## config.mk

```make
export PLATFORM = sky130hd
export DESIGN_NAME = fire_sched
export DESIGN_NICKNAME = d
export VERILOG_FILES = /design/src/rtl/fire_sched.sv
export SDC_FILE = /design/constraint.sdc
export NUM_CORES = 1
export LEC_CHECK = 0
export CAP_MARGIN = 20
export CORE_MARGIN = 5
export CORE_UTILIZATION = 25
export CTS_BUF_LIST = sky130_fd_sc_hd__clkbuf_16
export DETAILED_ROUTE_END_ITERATION = 16
export GPL_ROUTABILITY_DRIVEN = 1
export GPL_TIMING_DRIVEN = 0
export PLACE_DENSITY = 0.37
export RECOVER_POWER = 25
export SLEW_MARGIN = 20
export SYNTH_ARGS = -nofsm -noshare
export SYNTH_HDL_FRONTEND = slang
export SYNTH_SLANG_ARGS = --single-unit
```

## constraint.sdc

```tcl
create_clock -name clk_run -period 8.5 [get_ports clk_run]
set_input_delay 0.85 -clock clk_run [delete_from_list [all_inputs] [get_ports clk_run]]
set_output_delay 0.85 -clock clk_run [all_outputs]
set_load 0.02 [all_outputs]
```

## src/rtl/fire_sched.sv

```systemverilog
// Player shot scheduler: fire-rate pacing, round-robin bullet slot allocation and power-up timer.
// Define FIRE_SCHED_SHOT_CNT_EN to add the per-run shot counter output shot_cnt_o.
module fire_sched #(
  parameter int unsigned BULLET_NUM   = 8,
  parameter int unsigned IDX_W        = 3,
  parameter int unsigned FIRE_PERIOD  = 1000,
  parameter int unsigned PERIOD_W     = 10,
  parameter int unsigned POWER_CYCLES = 4096,
  parameter int unsigned POWER_W      = 12
) (
  input  logic                  clk_run,
  input  logic                  rst,
  input  logic                  game_run_i,
  input  logic                  pickup_double_i,
  input  logic [BULLET_NUM-1:0] slot_free_i,
  output logic                  shoot_o,
  output logic [IDX_W-1:0]      shoot_idx_o,
  output logic                  shoot_mode_o,
  output logic                  mode_o,
`ifdef FIRE_SCHED_SHOT_CNT_EN
  output logic [15:0]           shot_cnt_o,
`endif
  output logic                  stall_o
);

  localparam int unsigned SumW = IDX_W + 1;

  typedef enum logic [1:0] {StIdle, StArmed, StFire, StCooldown} state_e;

  state_e              state_q, state_d;
  logic [IDX_W-1:0]    ptr_q, ptr_d;
  logic [PERIOD_W-1:0] cnt_q, cnt_d;
  logic                shoot_q, shoot_d;
  logic [IDX_W-1:0]    idx_q, idx_d;
  logic                smode_q, smode_d;
  logic                stall_q, stall_d;
  logic [POWER_W-1:0]  timer_q, timer_d;
  logic                mode_q, mode_d;

  logic                sel_found;
  logic [IDX_W-1:0]    sel_idx;
  logic [SumW-1:0]     cand;

  // First free slot scanning upward from ptr, wrapping at BULLET_NUM.
  always_comb begin
    sel_found = 1'b0;
    sel_idx   = '0;
    cand      = '0;
    for (int unsigned k = 0; k < BULLET_NUM; k++) begin
      cand = {1'b0, ptr_q} + SumW'(k);
      if (cand >= SumW'(BULLET_NUM)) begin
        cand = cand - SumW'(BULLET_NUM);
      end
      if (!sel_found && slot_free_i[cand[IDX_W-1:0]]) begin
        sel_found = 1'b1;
        sel_idx   = cand[IDX_W-1:0];
      end
    end
  end

  always_comb begin
    state_d = state_q;
    ptr_d   = ptr_q;
    cnt_d   = cnt_q;
    shoot_d = 1'b0;
    idx_d   = idx_q;
    smode_d = smode_q;
    stall_d = 1'b0;

    // The slot has been handed to the pool once FIRE is reached, so advance regardless of run.
    if (state_q == StFire) begin
      ptr_d = (idx_q == IDX_W'(BULLET_NUM - 1)) ? '0 : idx_q + 1'b1;
    end

    if (!game_run_i) begin
      state_d = StIdle;
    end else begin
      unique case (state_q)
        StIdle: state_d = StArmed;
        StArmed: begin
          if (sel_found) begin
            state_d = StFire;
            shoot_d = 1'b1;
            idx_d   = sel_idx;
            smode_d = mode_q;
          end else begin
            stall_d = 1'b1;
          end
        end
        StFire: begin
          state_d = StCooldown;
          cnt_d   = PERIOD_W'(FIRE_PERIOD - 3);
        end
        StCooldown: begin
          if (cnt_q == '0) begin
            state_d = StArmed;
          end else begin
            cnt_d = cnt_q - 1'b1;
          end
        end
        default: state_d = StIdle;
      endcase
    end
  end

  // Pickup beats expiry; the timer only runs while the game does.
  always_comb begin
    timer_d = timer_q;
    mode_d  = mode_q;
    if (pickup_double_i) begin
      timer_d = POWER_W'(POWER_CYCLES - 1);
      mode_d  = 1'b1;
    end else if (mode_q && game_run_i) begin
      if (timer_q == '0) begin
        mode_d = 1'b0;
      end else begin
        timer_d = timer_q - 1'b1;
      end
    end
  end

  always_ff @(posedge clk_run or posedge rst) begin
    if (rst) begin
      state_q <= StIdle;
      ptr_q   <= '0;
      cnt_q   <= '0;
      shoot_q <= 1'b0;
      idx_q   <= '0;
      smode_q <= 1'b0;
      stall_q <= 1'b0;
      timer_q <= '0;
      mode_q  <= 1'b0;
    end else begin
      state_q <= state_d;
      ptr_q   <= ptr_d;
      cnt_q   <= cnt_d;
      shoot_q <= shoot_d;
      idx_q   <= idx_d;
      smode_q <= smode_d;
      stall_q <= stall_d;
      timer_q <= timer_d;
      mode_q  <= mode_d;
    end
  end

  assign shoot_o      = shoot_q;
  assign shoot_idx_o  = idx_q;
  assign shoot_mode_o = smode_q;
  assign mode_o       = mode_q;
  assign stall_o      = stall_q;

`ifdef FIRE_SCHED_SHOT_CNT_EN
  logic [15:0] shot_cnt_q, shot_cnt_d;

  always_comb begin
    shot_cnt_d = shot_cnt_q;
    if (game_run_i && state_q == StIdle) begin
      shot_cnt_d = '0;
    end else if (shoot_d && shot_cnt_q != 16'hFFFF) begin
      shot_cnt_d = shot_cnt_q + 16'd1;
    end
  end

  always_ff @(posedge clk_run or posedge rst) begin
    if (rst) begin
      shot_cnt_q <= '0;
    end else begin
      shot_cnt_q <= shot_cnt_d;
    end
  end

  assign shot_cnt_o = shot_cnt_q;
`endif

endmodule

```

==> metrics.txt <==
# TYPE chip_impl_metric gauge
chip_impl_metric{name="cell_pwr_density",unit="mW/mm²"} 331
chip_impl_metric{name="cellLeakagePower",unit="nW"} 1.13
chip_impl_metric{name="hold_buffers",unit=""} 0
chip_impl_metric{name="detail-route-antenna-nets",unit=""} 0
chip_impl_metric{name="pin_count",unit=""} 19
chip_impl_metric{name="synthesis.area_per_instance",unit="µm²"} 9.79
chip_impl_metric{name="num_vias",unit=""} 2039
chip_impl_metric{name="synthesis.nets",unit=""} 281
chip_impl_metric{name="clock_latency_on_the_worst_skew_pair",unit="ns"} 0.28
chip_impl_metric{name="period_share",unit="%"} 46.3
chip_impl_metric{name="timing.reg2reg.worst_path_depth",unit=""} 12
chip_impl_metric{name="fraction_of_post_synthesis_cell_area_in_the_top_cell_type_by_area",unit="%"} 33.4
chip_impl_metric{name="final-max-slew-violation-count",unit=""} 0
chip_impl_metric{name="post_cts.repair.setup_buffers",unit=""} 0
chip_impl_metric{name="floorplan.initialDensity",unit="%"} 25.8
chip_impl_metric{name="yosys_warnings",unit=""} 0
chip_impl_metric{name="post_cts_resized",unit=""} 0
chip_impl_metric{name="clock.fmax",unit="MHz"} 254
chip_impl_metric{name="drt-vias-per-instance",unit=""} 4.85
chip_impl_metric{name="numPortBuffers",unit=""} 18
chip_impl_metric{name="first_global_vias",unit=""} 2069
chip_impl_metric{name="worstPathMaxFanout",unit=""} 10
chip_impl_info{name="hp-class",value="register to register"} 1
chip_impl_metric{name="synthesis.instances",unit=""} 260
chip_impl_info{name="rsz0062_at_grt",value="false"} 1
chip_impl_info{name="synth_flop_cell",value="sky130_fd_sc_hd__dfrtp_1"} 1
chip_impl_metric{name="finalCoreUtilization",unit="%"} 30.8
chip_impl_metric{name="die_width",unit="µm"} 111
chip_impl_metric{name="fp-row-count",unit=""} 36
chip_impl_metric{name="place_ws",unit="ns"} 4.53
chip_impl_metric{name="hold_depth",unit=""} 1
chip_impl_metric{name="placer_s_final_routability_congestion_estimate",unit=""} 0.709
chip_impl_metric{name="worst_reg2reg_setup_slack",unit="ns"} 4.57
chip_impl_metric{name="filler_cell_count",unit=""} 1016
chip_impl_metric{name="h-tree-depth",unit=""} 2
chip_impl_info{name="whs_endpoint",value="timer_q[1]$_DFFE_PP0P_"} 1
chip_impl_metric{name="finalSetupViolCount",unit=""} 0
chip_impl_metric{name="synth_async_sr_flop_share",unit="%"} 100
chip_impl_metric{name="total_power",unit="W"} 0.00101
chip_impl_metric{name="setup_slack",unit="ns"} 4.57
chip_impl_metric{name="postPlaceCellArea",unit="mm²"} 0.00291
chip_impl_metric{name="floorplan.core_area",unit="mm²"} 0.00986
chip_impl_info{name="worst-setup-path-type",value="register to register"} 1
chip_impl_info{name="startpoint_type",value="register"} 1
chip_impl_metric{name="cts.path.max_buffers",unit=""} 2
chip_impl_metric{name="grt_max_degree",unit=""} 26
chip_impl_metric{name="detailedRoute.firstIterationViolations",unit=""} 101
chip_impl_metric{name="drc",unit=""} 0
chip_impl_info{name="status",value="finished, final reports clean"} 1
chip_impl_metric{name="globalRouteTotalUtil",unit="%"} 10.3
chip_impl_metric{name="post_synth_num_cell_types",unit=""} 51
chip_impl_metric{name="wire_length_of_the_first_global_routing_pass",unit="µm"} 10500
chip_impl_info{name="end_kind",value="register"} 1
chip_impl_info{name="hold_path.startpoint",value="timer_q[1]$_DFFE_PP0P_"} 1
chip_impl_metric{name="diodes",unit=""} 0
chip_impl_metric{name="cts_sinks",unit=""} 34
chip_impl_metric{name="synth_seq_area_share",unit="%"} 33.4
chip_impl_metric{name="clk_pin_slew_worst_paths",unit="ns"} 0.06
chip_impl_metric{name="layout_min_cycle_time",unit="ns"} 3.93
chip_impl_info{name="worstReg2RegStart",value="ptr_q[1]$_DFFE_PP0N_"} 1
chip_impl_info{name="synth_largest_area_cell",value="sky130_fd_sc_hd__dfrtp_1"} 1
chip_impl_metric{name="post_route_cells_drive_above_1_share",unit="%"} 11.1
chip_impl_metric{name="crit_arrival",unit="ns"} 4.09
chip_impl_metric{name="finalHoldViolations",unit=""} 0
chip_impl_metric{name="place.detailed.hpwl",unit="µm"} 4650
chip_impl_metric{name="finalNetCount",unit=""} 307
chip_impl_metric{name="synth-edff-count",unit=""} 0
chip_impl_metric{name="final.setup_skew",unit="ns"} 0.00435
chip_impl_metric{name="wire_length_per_cell",unit="µm"} 14.6
chip_impl_metric{name="postSynthRegisterBits",unit=""} 34
chip_impl_metric{name="finalWirelength",unit="µm"} 6130
chip_impl_metric{name="chipHeight",unit="µm"} 111
chip_impl_metric{name="worst_ep_required_time",unit="ns"} 8.66
chip_impl_metric{name="fp.dieArea",unit="mm²"} 0.0123
chip_impl_metric{name="ir_worst_vdd",unit="V"} 0.0000792
chip_impl_metric{name="slew-limit-headroom",unit="%"} 6.74
chip_impl_metric{name="final_area",unit="mm²"} 0.00304
chip_impl_metric{name="worst_slew_pin_slew",unit="ns"} 1.40
chip_impl_metric{name="overflow_left_after_global_routing",unit=""} 0
chip_impl_metric{name="max_cap_viol_count",unit=""} 0
chip_impl_metric{name="initial_antenna_violation_count",unit=""} 0
chip_impl_info{name="setup.worst_path.start",value="ptr_q[1]$_DFFE_PP0N_"} 1
chip_impl_info{name="clock-root-buffer",value="sky130_fd_sc_hd__clkbuf_16"} 1
chip_impl_metric{name="area_growth_syn_to_layout",unit="%"} 19.4
chip_impl_info{name="worstReg2RegEnd",value="shoot_idx_o[1]$_DFFE_PP0P_"} 1
chip_impl_info{name="synth.area.top_cells",value="sky130_fd_sc_hd__dfrtp_1 (33%), sky130_fd_sc_hd__mux4_1 (7.2%), sky130_fd_sc_hd__mux4_2 (6.2%)"} 1
chip_impl_metric{name="final.setup.tns",unit="ns"} 0
chip_impl_metric{name="mappedNetlistArea",unit="mm²"} 0.00255
chip_impl_metric{name="drt_first_pass_iters",unit=""} 4
chip_impl_info{name="tritoncts_clock_tree",value="done"} 1
chip_impl_metric{name="number_of_clock_buffers_inserted_by_tritoncts",unit=""} 5
## layout by cell type (no fill, tap or decap), types with 9 or more instances in the layout
master	count
sky130_fd_sc_hd__clkdlybuf4s50_1	17
sky130_fd_sc_hd__dfrtp_1	34
sky130_fd_sc_hd__mux2_2	11
sky130_fd_sc_hd__inv_1	12
sky130_fd_sc_hd__nor2_1	19
sky130_fd_sc_hd__o21ai_0	14
sky130_fd_sc_hd__nand2_1	26
sky130_fd_sc_hd__or3_1	11
sky130_fd_sc_hd__ha_1	9
sky130_fd_sc_hd__a21oi_1	18
sky130_fd_sc_hd__xnor2_1	12
## sequential cells by signal, summed over array words and instances, names as in the netlist
signal / count
mode_o: 1
cnt_q: 10
shoot_mode_o: 1
timer_q: 12
stall_o: 1
shoot_o: 1
ptr_q: 3
shoot_idx_o: 3
state_q: 2
## stage by stage
stage / hold WS [ns] / std cells
after CTS: 0.509 / 420
final: 0.500 / 420
after detailed placement: 0.496 / 412
after global routing: 0.520 / 420
after global placement: 0.490 / 411
after floorplan: 0.465 / 260
## per-layer routing
layer	share of wire, %	up-vias	track usage [%]
met5	0	-	0
met4	0.78	0	1.81
met3	3.6	6	2.29
met2	44	34	16.3
met1	51	980	14.6
li1	-	1019	-
## synthesized netlist by cell type (all sizes together) (3+ instances only)
cell	count
nor3	5
mux2i	7
or3	11
xnor2	12
inv	12
mux2	11
o21ai	16
buf	5
a21oi	18
ha	9
mux4	14
clkbuf	4
nand3	6
a22oi	3
nor4	4
nor2b	5
and3	3
dfrtp	34
xor2	3
nand2	26
nor2	19
## worst max-delay path: stages, from the launching register on
cell and delay, ns:
sky130_fd_sc_hd__dfrtp_1 0.34, sky130_fd_sc_hd__buf_2 0.19, sky130_fd_sc_hd__clkbuf_1 0.42, sky130_fd_sc_hd__inv_1 0.16, sky130_fd_sc_hd__ha_1 0.41, sky130_fd_sc_hd__buf_2 0.29
sky130_fd_sc_hd__mux4_1 0.39, sky130_fd_sc_hd__mux2_2 0.33, sky130_fd_sc_hd__or2_0 0.24, sky130_fd_sc_hd__or4_4 0.55, sky130_fd_sc_hd__a21oi_1 0.20, sky130_fd_sc_hd__a32oi_1 0.10
sky130_fd_sc_hd__o22a_1 0.19
## power by group
| group | internal [W] | switching, W |
|---|---|---|
| Clock | 0.000105 | 0.0000649 |
| Sequential | 0.000198 | 0.0000345 |
| Combinational | 0.000282 | 0.000323 |
| Total | 0.000585 | 0.000422 |
## area by class of cell
class | instances | area, µm² | share of cell area [%]
Buffer | 9 | 48.8 | 1.61
Timing Repair Buffer | 19 | 184 | 6.05
Inverter | 13 | 48.8 | 1.61
Tap cell | 133 | 166 | 5.48
Clock buffer | 5 | 125 | 4.12
Sequential cell | 34 | 851 | 28.0
Multi-Input combinational cell | 204 | 1600 | 52.8
Clock inverter | 3 | 11.3 | 0.371
## logic make-up after synthesis
logic type                 Yosys count  synth area share, %
AOI/OAI and AO/OA                   58                 14.6
and+or+nand+nor                     90                 17.5
adders and majority gates            9                 4.42
xor gates and xnor gates            15                 5.16
buffers and inverters               22                 3.83
DFF                                 34                 33.4
muxes                               32                 21.0
## worst max-delay path by stage
stage	endpoint	slack [ns]	cells after the start
after floorplan	shoot_idx_o[2]$_DFFE_PP0P_	5.05	12
after global placement	shoot_idx_o[1]$_DFFE_PP0P_	4.49	12
after detailed placement	shoot_idx_o[1]$_DFFE_PP0P_	4.53	12
after CTS	shoot_idx_o[1]$_DFFE_PP0P_	4.50	12
after global routing	shoot_mode_o$_DFFE_PP0P_	4.31	11
final	shoot_idx_o[1]$_DFFE_PP0P_	4.57	12
(Power assumes the default switching activity.)
